### src/rtl/cacheline_adapter.sv
// Memory-side responder: turns one 256-bit line read/write from the arbiter into
// a 4-beat 64-bit burst on the physical memory port, then pulses pmem_resp once.
module cacheline_adapter #(
  parameter int ADDR_WIDTH = 32,
  parameter int LINE_WIDTH = 256,
  parameter int BEAT_WIDTH = 64
) (
  input  logic                  clk,
  input  logic                  rst,
  input  logic                  pmem_read,
  input  logic                  pmem_write,
  input  logic [ADDR_WIDTH-1:0] pmem_address,
  input  logic [LINE_WIDTH-1:0] pmem_wdata,
  output logic                  pmem_resp,
  output logic [LINE_WIDTH-1:0] pmem_rdata,
  output logic                  mem_read,
  output logic                  mem_write,
  output logic [ADDR_WIDTH-1:0] mem_address,
  output logic [BEAT_WIDTH-1:0] mem_wdata,
  input  logic [BEAT_WIDTH-1:0] mem_rdata,
  input  logic                  mem_resp
);

  localparam int BEATS = LINE_WIDTH / BEAT_WIDTH;
  localparam int CNT_W = $clog2(BEATS);
  localparam int OFF_W = $clog2(LINE_WIDTH / 8);
  localparam logic [CNT_W-1:0] LAST_BEAT = CNT_W'(BEATS - 1);
  localparam logic [CNT_W-1:0] CNT_ONE   = CNT_W'(1);

  typedef enum logic [1:0] {
    IDLE  = 2'd0,
    READ  = 2'd1,
    WRITE = 2'd2,
    DONE  = 2'd3
  } state_e;

  state_e                             state_q, state_d;
  logic [CNT_W-1:0]                   cnt_q, cnt_d;
  logic [ADDR_WIDTH-1:0]              addr_q, addr_d;
  logic [BEATS-1:0][BEAT_WIDTH-1:0]   wdata_q, wdata_d;
  logic [BEATS-1:0][BEAT_WIDTH-1:0]   rdata_q, rdata_d;

  // State, beat counter and latched line copies.
  always_ff @(posedge clk) begin
    if (rst) begin
      state_q <= IDLE;
      cnt_q   <= '0;
      addr_q  <= '0;
      wdata_q <= '0;
      rdata_q <= '0;
    end else begin
      state_q <= state_d;
      cnt_q   <= cnt_d;
      addr_q  <= addr_d;
      wdata_q <= wdata_d;
      rdata_q <= rdata_d;
    end
  end

  // Next-state and memory-port outputs; mem_resp only advances the burst in READ/WRITE.
  always_comb begin
    state_d     = state_q;
    cnt_d       = cnt_q;
    addr_d      = addr_q;
    wdata_d     = wdata_q;
    rdata_d     = rdata_q;
    pmem_resp   = 1'b0;
    mem_read    = 1'b0;
    mem_write   = 1'b0;
    mem_address = '0;
    mem_wdata   = '0;
    case (state_q)
      IDLE: begin
        addr_d  = {pmem_address[ADDR_WIDTH-1:OFF_W], {OFF_W{1'b0}}};
        wdata_d = pmem_wdata;
        cnt_d   = '0;
        if (pmem_read) begin
          state_d = READ;
        end else if (pmem_write) begin
          state_d = WRITE;
        end else begin
          state_d = IDLE;
        end
      end
      READ: begin
        mem_read    = 1'b1;
        mem_address = addr_q;
        if (mem_resp) begin
          rdata_d[cnt_q] = mem_rdata;
          cnt_d          = cnt_q + CNT_ONE;
          state_d        = (cnt_q == LAST_BEAT) ? DONE : READ;
        end else begin
          state_d = READ;
        end
      end
      WRITE: begin
        mem_write   = 1'b1;
        mem_address = addr_q;
        mem_wdata   = wdata_q[cnt_q];
        if (mem_resp) begin
          cnt_d   = cnt_q + CNT_ONE;
          state_d = (cnt_q == LAST_BEAT) ? DONE : WRITE;
        end else begin
          state_d = WRITE;
        end
      end
      DONE: begin
        pmem_resp = 1'b1;
        state_d   = IDLE;
      end
      default: begin
        state_d = IDLE;
      end
    endcase
  end

  assign pmem_rdata = rdata_q;

endmodule

### config.mk
export PLATFORM = sky130hd
export DESIGN_NAME = cacheline_adapter
export DESIGN_NICKNAME = d
export VERILOG_FILES = /design/src/rtl/cacheline_adapter.sv
export SDC_FILE = /design/constraint.sdc
export NUM_CORES = 1
export LEC_CHECK = 0
export ABC_AREA = 1
export CAP_MARGIN = 0
export CORE_AREA = 4 4 273 275
export CTS_CLUSTER_SIZE = 24
export DETAILED_ROUTE_END_ITERATION = 8
export DIE_AREA = 0 0 277 279
export SETUP_SLACK_MARGIN = 0.02
export SLEW_MARGIN = 15
export SYNTH_ARGS = -nofsm -noshare
export SYNTH_HDL_FRONTEND = slang
export SYNTH_SLANG_ARGS = --single-unit
### constraint.sdc
create_clock -name clk -period 1.8 [get_ports clk]
set_input_delay 0.54 -clock clk [delete_from_list [all_inputs] [get_ports clk]]
set_output_delay 0.54 -clock clk [all_outputs]
set_load 0.03 [all_outputs]
==> flow_metrics.tcl <==
set metrics [dict create \
    outcome "finished, violations left" \
    violations "negative setup slack" \
    drt-total-wl_mm 95.5 \
    synth_edf_count 0 \
    swShare_pct 29.6 \
    path_clk_slew_ns 0.06 \
    die_h_um 279 \
    syn2layout_area_growth_pct 52.4 \
    fp.dieArea_mm2 0.0773 \
    die_x_um 277 \
    start_util_pct 30.9 \
    synthArstFlopShare_pct 0 \
    reg2regPathDepth 7 \
    vias_per_cell 5.01 \
    timing.final.crit_share_pct 136 \
    pin_count 712 \
    row_count 99 \
    grt_pass1_vias 21800 \
    cts_root_buf "clkbuf_16" \
    p_int_uw 22600 \
    slowest_delay_ns 0.40 \
    place_inst 4510 \
    path_depth 6 \
    min_path_type "in -> reg" \
    ys.flop_type "dfxtp_1" \
    drtIter0Drc 1692 \
    num_vias 23300 \
    seq_power_share_pct 40.9 \
    post-dp-hpwl_mm 66.0 \
    port_buffers 701 \
    detail_route.wl_per_cell_um 20.6 \
    antenna_left 0 \
    dpl_cell_area_mm2 0.0318 \
    design_area_mm2 0.0341 \
    r2r_slack_ns 0.08 \
    worstSetupEndpointType "output pin" \
    worst-endpoint-arrival_ns 1.92 \
    fin_worst_skew_ns 0.0268 \
    place_congestion 0.840 \
    crit_type "reg -> out" \
    ys_seq_area_share_pct 48.6 \
    grt_max_degree 80 \
    dr.pass1.iters 5 \
    yosysUniqueCellTypes 18 \
    cts_max_level 2 \
    fmax_mhz 407 \
    rsz0062_at_grt "yes" \
    hold_viol_final 0 \
    syn_area_per_cell_um2 7.48 \
    instances_no_fill 4647 \
    crit_start "cnt_q[0]" \
    yosysTopAreaCell "dfxtp_1" \
    dp_slack_ns -0.111 \
    drcViolationCount 0 \
    peakVddDrop_v 0.000895 \
    maxCapViolCount 0 \
    cpLargestDelayFamily "buffers and inverters" \
    pwr-share-comb_pct 20.7 \
    fin_setup_tns_ns -54.98 \
    yosys_warnings 0 \
    crit_chain "inv_8 -> bufbuf_16 -> nand2_1 -> nand3_2 -> a21oi_4 -> buf_12" \
    grt_overflow 0 \
    synth.most_common_cell "a21oi_1" \
    grtUsageTotal_pct 22.7 \
    cellPowerDensity_mw_per_mm2 943 \
    grt_pass1_wl_mm 138 \
    crit_path_end "mem_wdata[18]" \
    syn_inst 2992 \
    nets 3998 \
    ys_ff_latch 543 \
    worstSkewPairLatency_ns 0.64 \
    grt_antenna_before_repair 21 \
    cts_hold_buf 0 \
    final_max_slew_viol_count 0 \
    r2r-start "cnt_q[1]" \
    synth_top_area_share_pct 48.6 \
    critPathSlowestCell "dfxtp_4" \
    numCtsBuffers 59 \
    timing.rr.end "pmem_rdata[70]" \
    core_area_mm2 0.0723 \
    critPathRequiredTime_ns 1.26 \
    leakage_uw 0.0137 \
    start_kind "register" \
    crit_fanout 14 \
    cts_tree "yes" \
    clock-sinks 543 \
    p_clk_share_pct 38.4 \
    total_power_uw 32100 \
    drive_above_1_share_pct 22.7 \
    synth_common_cells "a21oi_1 (580), nand2_1 (547), dfxtp_1 (543), inv_1 (289), o21ai_0 (277)" \
    path_buf_inv 3 \
    period_minus_slack_ns 2.46 \
    syn_area_mm2 0.0224 \
    p_switching_uw 9490 \
    setup_viol 94 \
    layout_setup_ws_ns -0.657 \
    clock_path_buffers 3 \
    ys_top_cells_by_area "dfxtp_1 (49%), a21oi_1 (13%), nand2_1 (9.2%), nand4_1 (7.2%), o21ai_0 (6.2%)" \
    fill_cells 7252 \
]
==> repair_timing <==
| action | in CTS | in global routing |
|---|---|---|
| pin swaps | 33 | 23 |
| setup buffers | 2 | 7 |
| setup endpoints to repair | 344 | 348 |
| gates resized for setup | 224 | 615 |
| gates cloned | 7 | 6 |
==> placed cells by master (no fill, tap or decap), drive strengths merged, types with 11 or more instances in the layout <==
cell	synthesis	routed
o21ai	284	284
diode	0	11
clkbuf	62	268
nand3	135	135
a21oi	580	580
nand4	256	256
dfxtp	543	543
clkinv	0	12
buf	229	333
inv	291	292
nor2	56	56
nand2	547	547
clkdlybuf4s50	0	349
==> worst min-delay path: stages <==
cell      delay [ns]
clkbuf_8        0.12
inv_6           0.09
o21ai_0         0.09
a21oi_1         0.04
==> through the flow <==
| step | util (%) | hold WS, ns |
|---|---|---|
| 2_1_floorplan | - | 0.429 |
| 3_3_place_gp | 44.0 | 0.439 |
| 3_5_place_dp | 44.0 | 0.445 |
| 4_1_cts | 47.9 | 0.272 |
| 5_1_grt | 47.1 | 0.305 |
| 6_report | 47.1 | 0.304 |
==> flip-flops by register name (all words and copies together), names as in the netlist <==
register    flops
pmem_rdata    256
wdata_q       256
addr_q         27
cnt_q           2
state_q         2
==> power groups by stage <==
stage / Combinational (uW) / Sequential, uW / Clock, uW
finish: 6660 / 13100 / 12300
global route: 7240 / 13200 / 13000
CTS: 6540 / 13100 / 12600
detailed placement: 6100 / 13400 / 0
global placement: 6070 / 13300 / 0
floorplan: 3290 / 13500 / 0
==> worst min-delay path by stage <==
stage / from / endpoint / slack (ns) / depth (start not counted)
2_1_floorplan: wdata_q[31] / wdata_q[31] / 0.43 / 2
3_3_place_gp: wdata_q[253] / wdata_q[253] / 0.44 / 2
3_5_place_dp: wdata_q[161] / wdata_q[161] / 0.44 / 2
4_1_cts: rst / wdata_q[91] / 0.27 / 4
5_1_grt: rst / wdata_q[33] / 0.31 / 4
6_report: rst / wdata_q[214] / 0.30 / 4
==> final cells by class <==
| class | count | area (um^2) | area share (%) |
|---|---|---|---|
| diodes | 11 | 27.5 | 0.0808 |
| clock buffers | 84 | 1680 | 4.93 |
| clock inverters | 21 | 259 | 0.760 |
| inverters | 291 | 1130 | 3.32 |
| multi-input cells | 1871 | 10300 | 30.3 |
| flip-flops and latches | 543 | 10900 | 31.9 |
| well taps | 959 | 1200 | 3.52 |
| repair buffers | 867 | 8580 | 25.2 |
==> logic make-up after synthesis <==
logic type / share of synthesized area, %
buffers and inverters: 11.3
adder cells (fa/ha/maj): 0.447
other: 0.0168
flip-flops: 48.6
AND/OR/NAND/NOR: 20.4
AO/OA/AOI/OAI: 19.3
==> metal layers <==
metal	vias up	routed length (um)	share of wire [%]	GRT usage (%)
li1	11400	-	-	-
met1	11000	39000	41	27.4
met2	760	46300	48	38.8
met3	167	6660	7.0	5.99
met4	12	3490	3.7	8.87
met5	-	68	0.071	0
Power figures use the tool's default switching activity.
